<file path="src/rtl/instruction_decode_stage_pkg.sv">
// Shared types and constants for the RV32I decode stage: opcodes, control
// encodings and the ID/EX pipeline record.
package instruction_decode_stage_pkg;

   localparam int          XLEN      = 32;
   localparam logic [31:0] NOP_INSTR = 32'h0000_0013;

   localparam logic [6:0] OP_LOAD   = 7'b0000011;
   localparam logic [6:0] OP_STORE  = 7'b0100011;
   localparam logic [6:0] OP_RTYPE  = 7'b0110011;
   localparam logic [6:0] OP_BRANCH = 7'b1100011;
   localparam logic [6:0] OP_IALU   = 7'b0010011;
   localparam logic [6:0] OP_JAL    = 7'b1101111;

   typedef enum logic [2:0] {
      ALU_ADD = 3'b000,
      ALU_SUB = 3'b001,
      ALU_AND = 3'b010,
      ALU_OR  = 3'b011,
      ALU_SLT = 3'b101
   } alu_ctrl_t;

   typedef enum logic [1:0] {
      IMM_I = 2'b00,
      IMM_S = 2'b01,
      IMM_B = 2'b10,
      IMM_J = 2'b11
   } imm_src_t;

   typedef enum logic [1:0] {
      RES_ALU = 2'b00,
      RES_MEM = 2'b01,
      RES_PC4 = 2'b10
   } result_src_t;

   typedef struct packed {
      logic              reg_write;
      result_src_t       result_src;
      logic              mem_write;
      logic              jump;
      logic              branch;
      logic              alu_src;
      alu_ctrl_t         alu_ctrl;
      logic              illegal;
      logic [XLEN-1:0]   rd1;
      logic [XLEN-1:0]   rd2;
      logic [XLEN-1:0]   imm_ext;
      logic [4:0]        rs1;
      logic [4:0]        rs2;
      logic [4:0]        rd;
      logic [XLEN-1:0]   pc;
      logic [XLEN-1:0]   pc_plus4;
   } id_ex_t;

endpackage

</file>
<file path="src/rtl/instruction_decode_stage_if.sv">
// Bundle of fetch inputs, hazard/writeback controls and execute-stage outputs
// of the decode stage.
interface instruction_decode_stage_if;
   import instruction_decode_stage_pkg::*;

   logic [XLEN-1:0] InstrF;
   logic [XLEN-1:0] PCF;
   logic [XLEN-1:0] PCPlus4F;
   logic            StallD;
   logic            FlushD;
   logic            FlushE;
   logic            RegWriteW;
   logic [4:0]      RdW;
   logic [XLEN-1:0] ResultW;
   logic [4:0]      Rs1D;
   logic [4:0]      Rs2D;
   logic            RegWriteE;
   logic [1:0]      ResultSrcE;
   logic            MemWriteE;
   logic            JumpE;
   logic            BranchE;
   logic            ALUSrcE;
   logic [2:0]      ALUControlE;
   logic            IllegalE;
   logic [XLEN-1:0] RD1E;
   logic [XLEN-1:0] RD2E;
   logic [XLEN-1:0] ImmExtE;
   logic [4:0]      Rs1E;
   logic [4:0]      Rs2E;
   logic [4:0]      RdE;
   logic [XLEN-1:0] PCE;
   logic [XLEN-1:0] PCPlus4E;

   modport master (
      output InstrF, PCF, PCPlus4F, StallD, FlushD, FlushE, RegWriteW, RdW, ResultW,
      input  Rs1D, Rs2D, RegWriteE, ResultSrcE, MemWriteE, JumpE, BranchE, ALUSrcE,
             ALUControlE, IllegalE, RD1E, RD2E, ImmExtE, Rs1E, Rs2E, RdE, PCE, PCPlus4E
   );

   modport slave (
      input  InstrF, PCF, PCPlus4F, StallD, FlushD, FlushE, RegWriteW, RdW, ResultW,
      output Rs1D, Rs2D, RegWriteE, ResultSrcE, MemWriteE, JumpE, BranchE, ALUSrcE,
             ALUControlE, IllegalE, RD1E, RD2E, ImmExtE, Rs1E, Rs2E, RdE, PCE, PCPlus4E
   );

endinterface

</file>
<file path="src/rtl/instruction_decode_stage_register_file.sv">
// 32x32 register file, two async read ports and one posedge write port, with
// same-cycle writeback bypass; x0 is hardwired to zero.
module instruction_decode_stage_register_file
   import instruction_decode_stage_pkg::*;
(
   input  logic            clk,
   input  logic            rst,
   input  logic            we,
   input  logic [4:0]      waddr,
   input  logic [XLEN-1:0] wdata,
   input  logic [4:0]      raddr1,
   input  logic [4:0]      raddr2,
   output logic [XLEN-1:0] rdata1,
   output logic [XLEN-1:0] rdata2
);

   logic [XLEN-1:0] regs_r [1:31];

   // Storage for x1..x31; writes to x0 never reach the array.
   always_ff @(posedge clk or posedge rst) begin
      if (rst) begin
         for (int i = 1; i < 32; i++) begin
            regs_r[i] <= 32'h0000_0000;
         end
      end else if (we && (waddr != 5'd0)) begin
         regs_r[waddr] <= wdata;
      end
   end

   // Read port 1 with writeback bypass.
   always_comb begin
      if (raddr1 == 5'd0) begin
         rdata1 = 32'h0000_0000;
      end else if (we && (waddr == raddr1)) begin
         rdata1 = wdata;
      end else begin
         rdata1 = regs_r[raddr1];
      end
   end

   // Read port 2 with writeback bypass.
   always_comb begin
      if (raddr2 == 5'd0) begin
         rdata2 = 32'h0000_0000;
      end else if (we && (waddr == raddr2)) begin
         rdata2 = wdata;
      end else begin
         rdata2 = regs_r[raddr2];
      end
   end

endmodule

</file>
<file path="src/rtl/instruction_decode_stage.sv">
// RV32I decode stage: IF/ID register, register file, control and immediate
// decode, and the ID/EX register feeding execute and the hazard unit.
module instruction_decode_stage
   import instruction_decode_stage_pkg::*;
(
   input  logic                       clk,
   input  logic                       rst,
   instruction_decode_stage_if.slave  bus
);

   logic [XLEN-1:0] instr_d_r;
   logic [XLEN-1:0] pc_d_r;
   logic [XLEN-1:0] pc_plus4_d_r;

   logic [6:0]      opcode_s;
   logic [2:0]      funct3_s;
   logic [4:0]      rs1_s;
   logic [4:0]      rs2_s;
   logic [4:0]      rd_s;
   logic [XLEN-1:0] rd1_s;
   logic [XLEN-1:0] rd2_s;

   logic            reg_write_s;
   imm_src_t        imm_src_s;
   logic            alu_src_s;
   logic            mem_write_s;
   result_src_t     result_src_s;
   logic            branch_s;
   logic [1:0]      alu_op_s;
   logic            jump_s;
   logic            illegal_op_s;
   alu_ctrl_t       alu_ctrl_s;
   logic            illegal_f3_s;
   logic [XLEN-1:0] imm_ext_s;

   id_ex_t          id_ex_s;
   id_ex_t          id_ex_r;

   // IF/ID register: flush beats stall, stall holds the current contents.
   always_ff @(posedge clk or posedge rst) begin
      if (rst) begin
         instr_d_r    <= NOP_INSTR;
         pc_d_r       <= 32'h0000_0000;
         pc_plus4_d_r <= 32'h0000_0000;
      end else if (bus.FlushD) begin
         instr_d_r    <= NOP_INSTR;
         pc_d_r       <= 32'h0000_0000;
         pc_plus4_d_r <= 32'h0000_0000;
      end else if (!bus.StallD) begin
         instr_d_r    <= bus.InstrF;
         pc_d_r       <= bus.PCF;
         pc_plus4_d_r <= bus.PCPlus4F;
      end
   end

   assign opcode_s = instr_d_r[6:0];
   assign rd_s     = instr_d_r[11:7];
   assign funct3_s = instr_d_r[14:12];
   assign rs1_s    = instr_d_r[19:15];
   assign rs2_s    = instr_d_r[24:20];

   assign bus.Rs1D = rs1_s;
   assign bus.Rs2D = rs2_s;

   instruction_decode_stage_register_file u_register_file (
      .clk    (clk),
      .rst    (rst),
      .we     (bus.RegWriteW),
      .waddr  (bus.RdW),
      .wdata  (bus.ResultW),
      .raddr1 (rs1_s),
      .raddr2 (rs2_s),
      .rdata1 (rd1_s),
      .rdata2 (rd2_s)
   );

   // Main decoder; don't-care fields are driven as zero.
   always_comb begin
      reg_write_s  = 1'b0;
      imm_src_s    = IMM_I;
      alu_src_s    = 1'b0;
      mem_write_s  = 1'b0;
      result_src_s = RES_ALU;
      branch_s     = 1'b0;
      alu_op_s     = 2'b00;
      jump_s       = 1'b0;
      illegal_op_s = 1'b0;
      case (opcode_s)
         OP_LOAD: begin
            reg_write_s  = 1'b1;
            alu_src_s    = 1'b1;
            result_src_s = RES_MEM;
         end
         OP_STORE: begin
            imm_src_s   = IMM_S;
            alu_src_s   = 1'b1;
            mem_write_s = 1'b1;
         end
         OP_RTYPE: begin
            reg_write_s = 1'b1;
            alu_op_s    = 2'b10;
         end
         OP_BRANCH: begin
            imm_src_s = IMM_B;
            branch_s  = 1'b1;
            alu_op_s  = 2'b01;
         end
         OP_IALU: begin
            reg_write_s = 1'b1;
            alu_src_s   = 1'b1;
            alu_op_s    = 2'b10;
         end
         OP_JAL: begin
            reg_write_s  = 1'b1;
            imm_src_s    = IMM_J;
            result_src_s = RES_PC4;
            jump_s       = 1'b1;
         end
         default: begin
            illegal_op_s = 1'b1;
         end
      endcase
   end

   // ALU decoder; subtract only for R-type with funct7[5] set.
   always_comb begin
      alu_ctrl_s   = ALU_ADD;
      illegal_f3_s = 1'b0;
      case (alu_op_s)
         2'b00: alu_ctrl_s = ALU_ADD;
         2'b01: alu_ctrl_s = ALU_SUB;
         2'b10: begin
            case (funct3_s)
               3'b000: begin
                  if (instr_d_r[5] && instr_d_r[30]) begin
                     alu_ctrl_s = ALU_SUB;
                  end else begin
                     alu_ctrl_s = ALU_ADD;
                  end
               end
               3'b010:  alu_ctrl_s = ALU_SLT;
               3'b110:  alu_ctrl_s = ALU_OR;
               3'b111:  alu_ctrl_s = ALU_AND;
               default: begin
                  alu_ctrl_s   = ALU_ADD;
                  illegal_f3_s = 1'b1;
               end
            endcase
         end
         default: alu_ctrl_s = ALU_ADD;
      endcase
   end

   // Immediate extender.
   always_comb begin
      imm_ext_s = 32'h0000_0000;
      case (imm_src_s)
         IMM_I:   imm_ext_s = {{20{instr_d_r[31]}}, instr_d_r[31:20]};
         IMM_S:   imm_ext_s = {{20{instr_d_r[31]}}, instr_d_r[31:25], instr_d_r[11:7]};
         IMM_B:   imm_ext_s = {{20{instr_d_r[31]}}, instr_d_r[7], instr_d_r[30:25],
                               instr_d_r[11:8], 1'b0};
         IMM_J:   imm_ext_s = {{12{instr_d_r[31]}}, instr_d_r[19:12], instr_d_r[20],
                               instr_d_r[30:21], 1'b0};
         default: imm_ext_s = 32'h0000_0000;
      endcase
   end

   // Next ID/EX contents.
   always_comb begin
      id_ex_s.reg_write  = reg_write_s;
      id_ex_s.result_src = result_src_s;
      id_ex_s.mem_write  = mem_write_s;
      id_ex_s.jump       = jump_s;
      id_ex_s.branch     = branch_s;
      id_ex_s.alu_src    = alu_src_s;
      id_ex_s.alu_ctrl   = alu_ctrl_s;
      id_ex_s.illegal    = illegal_op_s | illegal_f3_s;
      id_ex_s.rd1        = rd1_s;
      id_ex_s.rd2        = rd2_s;
      id_ex_s.imm_ext    = imm_ext_s;
      id_ex_s.rs1        = rs1_s;
      id_ex_s.rs2        = rs2_s;
      id_ex_s.rd         = rd_s;
      id_ex_s.pc         = pc_d_r;
      id_ex_s.pc_plus4   = pc_plus4_d_r;
   end

   // ID/EX register; a flush inserts an all-zero bubble.
   always_ff @(posedge clk or posedge rst) begin
      if (rst) begin
         id_ex_r <= {$bits(id_ex_t){1'b0}};
      end else if (bus.FlushE) begin
         id_ex_r <= {$bits(id_ex_t){1'b0}};
      end else begin
         id_ex_r <= id_ex_s;
      end
   end

   assign bus.RegWriteE   = id_ex_r.reg_write;
   assign bus.ResultSrcE  = id_ex_r.result_src;
   assign bus.MemWriteE   = id_ex_r.mem_write;
   assign bus.JumpE       = id_ex_r.jump;
   assign bus.BranchE     = id_ex_r.branch;
   assign bus.ALUSrcE     = id_ex_r.alu_src;
   assign bus.ALUControlE = id_ex_r.alu_ctrl;
   assign bus.IllegalE    = id_ex_r.illegal;
   assign bus.RD1E        = id_ex_r.rd1;
   assign bus.RD2E        = id_ex_r.rd2;
   assign bus.ImmExtE     = id_ex_r.imm_ext;
   assign bus.Rs1E        = id_ex_r.rs1;
   assign bus.Rs2E        = id_ex_r.rs2;
   assign bus.RdE         = id_ex_r.rd;
   assign bus.PCE         = id_ex_r.pc;
   assign bus.PCPlus4E    = id_ex_r.pc_plus4;

endmodule

</file>
<file path="src/flat_wrapper.sv">
// flat-port wrapper written by rule: the top's interface ports become plain ports
module instruction_decode_stage_flat import instruction_decode_stage_pkg::*;
  (clk, rst, bus_InstrF, bus_PCF, bus_PCPlus4F, bus_StallD, bus_FlushD, bus_FlushE, bus_RegWriteW, bus_RdW, bus_ResultW, bus_Rs1D, bus_Rs2D, bus_RegWriteE, bus_ResultSrcE, bus_MemWriteE, bus_JumpE, bus_BranchE, bus_ALUSrcE, bus_ALUControlE, bus_IllegalE, bus_RD1E, bus_RD2E, bus_ImmExtE, bus_Rs1E, bus_Rs2E, bus_RdE, bus_PCE, bus_PCPlus4E);
  instruction_decode_stage_if bus_i ();
  input  logic clk;
  input  logic rst;
  input wire logic [$bits(bus_i.InstrF)-1:0] bus_InstrF;
  input wire logic [$bits(bus_i.PCF)-1:0] bus_PCF;
  input wire logic [$bits(bus_i.PCPlus4F)-1:0] bus_PCPlus4F;
  input wire logic [$bits(bus_i.StallD)-1:0] bus_StallD;
  input wire logic [$bits(bus_i.FlushD)-1:0] bus_FlushD;
  input wire logic [$bits(bus_i.FlushE)-1:0] bus_FlushE;
  input wire logic [$bits(bus_i.RegWriteW)-1:0] bus_RegWriteW;
  input wire logic [$bits(bus_i.RdW)-1:0] bus_RdW;
  input wire logic [$bits(bus_i.ResultW)-1:0] bus_ResultW;
  output wire logic [$bits(bus_i.Rs1D)-1:0] bus_Rs1D;
  output wire logic [$bits(bus_i.Rs2D)-1:0] bus_Rs2D;
  output wire logic [$bits(bus_i.RegWriteE)-1:0] bus_RegWriteE;
  output wire logic [$bits(bus_i.ResultSrcE)-1:0] bus_ResultSrcE;
  output wire logic [$bits(bus_i.MemWriteE)-1:0] bus_MemWriteE;
  output wire logic [$bits(bus_i.JumpE)-1:0] bus_JumpE;
  output wire logic [$bits(bus_i.BranchE)-1:0] bus_BranchE;
  output wire logic [$bits(bus_i.ALUSrcE)-1:0] bus_ALUSrcE;
  output wire logic [$bits(bus_i.ALUControlE)-1:0] bus_ALUControlE;
  output wire logic [$bits(bus_i.IllegalE)-1:0] bus_IllegalE;
  output wire logic [$bits(bus_i.RD1E)-1:0] bus_RD1E;
  output wire logic [$bits(bus_i.RD2E)-1:0] bus_RD2E;
  output wire logic [$bits(bus_i.ImmExtE)-1:0] bus_ImmExtE;
  output wire logic [$bits(bus_i.Rs1E)-1:0] bus_Rs1E;
  output wire logic [$bits(bus_i.Rs2E)-1:0] bus_Rs2E;
  output wire logic [$bits(bus_i.RdE)-1:0] bus_RdE;
  output wire logic [$bits(bus_i.PCE)-1:0] bus_PCE;
  output wire logic [$bits(bus_i.PCPlus4E)-1:0] bus_PCPlus4E;
  assign bus_i.InstrF = bus_InstrF;
  assign bus_i.PCF = bus_PCF;
  assign bus_i.PCPlus4F = bus_PCPlus4F;
  assign bus_i.StallD = bus_StallD;
  assign bus_i.FlushD = bus_FlushD;
  assign bus_i.FlushE = bus_FlushE;
  assign bus_i.RegWriteW = bus_RegWriteW;
  assign bus_i.RdW = bus_RdW;
  assign bus_i.ResultW = bus_ResultW;
  assign bus_Rs1D = bus_i.Rs1D;
  assign bus_Rs2D = bus_i.Rs2D;
  assign bus_RegWriteE = bus_i.RegWriteE;
  assign bus_ResultSrcE = bus_i.ResultSrcE;
  assign bus_MemWriteE = bus_i.MemWriteE;
  assign bus_JumpE = bus_i.JumpE;
  assign bus_BranchE = bus_i.BranchE;
  assign bus_ALUSrcE = bus_i.ALUSrcE;
  assign bus_ALUControlE = bus_i.ALUControlE;
  assign bus_IllegalE = bus_i.IllegalE;
  assign bus_RD1E = bus_i.RD1E;
  assign bus_RD2E = bus_i.RD2E;
  assign bus_ImmExtE = bus_i.ImmExtE;
  assign bus_Rs1E = bus_i.Rs1E;
  assign bus_Rs2E = bus_i.Rs2E;
  assign bus_RdE = bus_i.RdE;
  assign bus_PCE = bus_i.PCE;
  assign bus_PCPlus4E = bus_i.PCPlus4E;
  instruction_decode_stage u_core (.clk(clk), .rst(rst), .bus(bus_i));
endmodule
</file>
<file path="config.mk">
export PLATFORM = sky130hd
export DESIGN_NAME = instruction_decode_stage_flat
export DESIGN_NICKNAME = d
export VERILOG_FILES = /design/src/rtl/instruction_decode_stage_pkg.sv /design/src/rtl/instruction_decode_stage_if.sv /design/src/rtl/instruction_decode_stage_register_file.sv /design/src/rtl/instruction_decode_stage.sv /design/src/flat_wrapper.sv
export SDC_FILE = /design/constraint.sdc
export NUM_CORES = 2
export LEC_CHECK = 0
export ABC_CLOCK_PERIOD_IN_PS = 101600
export BUFFER_PORTS_ARGS = -buffer_cell sky130_fd_sc_hd__buf_2
export CORE_UTILIZATION = 67
export DETAILED_ROUTE_END_ITERATION = 6
export PLACE_DENSITY = 0.86
export SLEW_MARGIN = 30
export SYNTH_ARGS = -nofsm -noshare
export SYNTH_HDL_FRONTEND = slang
export SYNTH_SLANG_ARGS = --single-unit
export TNS_END_PERCENT = 100
</file>
<file path="constraint.sdc">
create_clock -name clk -period 101.6 [get_ports clk]
set_clock_uncertainty 0.15 [all_clocks]
set_input_delay 20.32 -clock clk [delete_from_list [all_inputs] [get_ports clk]]
set_output_delay 20.32 -clock clk [all_outputs]
set_load 0.03 [all_outputs]
</file>
==> summary.md <==
| Metric | Value |
|---|---|
| Hold crit path type | flop to flop |
| Worst reg2reg endpoint | u_core.bus.RD2E[24] |
| CTS buffer count | 132 |
| Initial antenna violation count | 22 |
| Syn_nets | 4639 |
| # DRC | 0 |
| Part of the cycle the worst path needs | 22.5% |
| FF+latch count, synth | 1262 |
| DR vias/cell | 7.55 |
| Largest cells by area after synthesis | dfrtp_1 50%, mux2_2 19%, mux4_2 13%, mux2i_1 5.0%, a221oi_1 1.3% |
| Grt total ovfl | 0 |
| Inst Count DP | 5715 |
| Clk slew on worst S/H paths | 60 ps |
| Unique masters post-synth | 64 |
| Synth async-reset ratio | 100% |
| Worst Setup Start Kind | input port |
| Busiest layer in global routing | met2 |
| I/O Pins | 335 |
| GP Congestion | 0.914 |
| Hold Violations, Final | 0 |
| Number of synthesized flops with an enable pin | 0 |
| Setup Viol. Count Final | 0 |
| Setup repair after global routing missed its margin | no |
| Number of core rows | 112 |
| Ys Warns | 0 |
| Reg2reg path depth | 5 |
| Global-route wire length before repair | 293000 um |
| Fin cells | 5964 |
| Hold depth | 1 |
| Final WL | 200000 um |
| Final ANT Viol Nets | 0 |
| Peak supply drop | 0.0000131 V |
| Top FF cell, synth | dfrtp_1 |
| Mean Syn Cell Area | 14.1 um^2 |
| Status | complete, no violations |
| M2 GR Usage | 60.1% |
| CTS Hold Bufs | 0 |
| Core area | 0.0936 mm^2 |
| Max Slew Vio Count | 0 |
| Hold path endpoint | u_core.bus.PCE[25] |
| Clock Path Buffers | 3 |
| Worst reg2reg startpoint | u_core.instr_d_r[20] |
| Die height | 310 um |
| Most common cell after layout, fill and taps aside | dfrtp_1 |
| R2R Setup Slk | 96930 ps |
| Synth Instances | 4498 |
| Routed len/inst | 33.5 um |
| CTS tree | built |
| Least-Margin Pin Slew | 1070 ps |
| Max cap viols | 0 |
| First DRT Iteration DRCs | 6657 |
| WP data required | 102130 ps |
| Met1 usage | 53.5% |
| Beginning of the worst hold path | u_core.pc_d_r[25] |
| Max-slew headroom | 28.7% |
| H-Tree Level Count | 4 |
| Mapped Area | 0.0634 mm^2 |
| Setup TNS | 0 ps |
| Initial DRT Pass Iterations | 7 |
| Post-synthesis sequential area ratio | 49.8% |
| CTS root buf | clkbuf_16 |
| Pwr dens | 19.9 mW/mm^2 |
| I/O Buffers | 334 |
| Crit. End Element | asynchronous set/reset pin |
| CP Class | input port to asynchronous set/reset pin |
| Clock sinks | 1262 |
| Total vias in the final route | 45100 |
| Largest fanout on the critical path | 154 |
| PostCTS Resize Cnt | 0 |
| Detailed Place HPWL | 111000 um |
| Initial Utilization | 67.8% |
| DIE WIDTH | 310 um |
| GRT met3 Usage | 14.4% |
| Vias in the first global route | 45400 |
| Fraction of layout cells with a size suffix above 1 | 45.4% |
| Pin count of the biggest net entering global routing | 182 |
| Die Area | 0.0959 mm^2 |
| Fmax | 43.8 MHz |
| Data arrival time of the critical path | 23390 ps |
| Final #Nets | 4738 |
| Top cell type's share of synthesized area | 49.7% |
| Area growth, synth to finish | 10.1% |
| Leading cell types in the layout, fill and taps excluded | 1250 x dfrtp_1, 1063 x mux2_2, 355 x mux4_2 |
| GR Util All Layers | 41.9% |
| Yosys top cell by area | dfrtp_1 |
| Worst-skew pair later-pin latency | 760 ps |
| Postcts setup bufs | 0 |
| Pleak | 30.9 nW |
| Final min period | 22850 ps |
-- cells in the mapped netlist, types with 25 or more instances --
master	number
buf_4	58
mux4_2	355
nor3_1	30
o22a_1	25
a211oi_1	32
nand2b_1	30
a22oi_1	31
nand2_1	76
mux2_2	1063
buf_1	72
o22ai_1	69
nor2_1	184
mux2i_1	318
o21ai_0	96
nor2b_1	99
o221ai_1	58
buf_6	25
buf_2	94
clkbuf_1	214
a221oi_1	97
a21oi_1	35
dfrtp_1	1259
-- worst max-delay path by stage --
stage,from,endpoint,cells after the start
global placement,rst,u_core.instr_d_r[17],5
global route,rst,u_core.instr_d_r[16],5
finish,rst,u_core.instr_d_r[16],5
detailed placement,rst,u_core.instr_d_r[17],5
CTS,rst,u_core.instr_d_r[17],5
floorplan,rst,u_core.bus.ALUControlE[0],1
-- stage by stage --
stage	cell area (um^2)	setup WS [ps]	hold slack (ps)	utilization, %	power (mW)
6_report	69800	78750	335	74.6	1.39
5_1_grt	69800	78180	354	74.6	1.43
4_1_cts	69700	78380	342	74.5	1.38
3_5_place_dp	65400	77580	327	69.9	0.904
3_3_place_gp	65400	77630	318	69.9	0.886
2_1_floorplan	63400	45570	314	-	0.836
-- per-layer routing --
layer	vias up	wire [um]
li1	17200	-
met1	23000	68100
met2	3811	87800
met4	14	16000
met3	1021	28200
met5	-	91
-- cells by family after synthesis --
group,synth area share (%)
muxes,36.5
DFF,49.8
AOI/OAI and AO/OA,5.96
and+or+nand+nor,3.78
buffers and inverters,3.77
xor gates and xnor gates,0.138
adders and majority gates,0.0394
-- state kept, by name, indices dropped and copies added, names as in the netlist, 5 cells and up --
| register | flops |
|---|---|
| u_core.bus.PCPlus4E | 32 |
| u_core.bus.Rs2E | 5 |
| u_core.u_register_file.regs_r | 992 |
| u_core.bus.RdE | 5 |
| u_core.bus.RD2E | 32 |
| u_core.pc_plus4_d_r | 32 |
| u_core.bus.RD1E | 32 |
| u_core.bus.Rs1E | 5 |
| u_core.bus.PCE | 32 |
| u_core.pc_d_r | 32 |
| u_core.bus.ImmExtE | 21 |
| u_core.instr_d_r | 32 |
-- critical path: stages --
cell    delay (ps)
buf_2          130
inv_8          540
buf_12         630
buf_4          780
buf_4          790
-- final cells by class --
cell class / instances / area (um^2)
Sequential cell: 1262 / 31600
Inverter: 10 / 46.3
Tap cell: 1254 / 1570
Timing Repair Buffer: 434 / 2600
Clock buffer: 196 / 3940
Clock inverter: 38 / 348
Antenna cell: 13 / 32.5
Multi-Input combinational cell: 2757 / 29700
Fill cell: 5479 / 23800
-- where the power goes --
group	switching [mW]	total (mW)	leakage, nW	internal [mW]
Clock	0.204	0.481	2.12	0.277
Combinational	0.117	0.256	12.5	0.139
Sequential	0.0675	0.653	16.3	0.586
(Power assumes the default switching activity.)
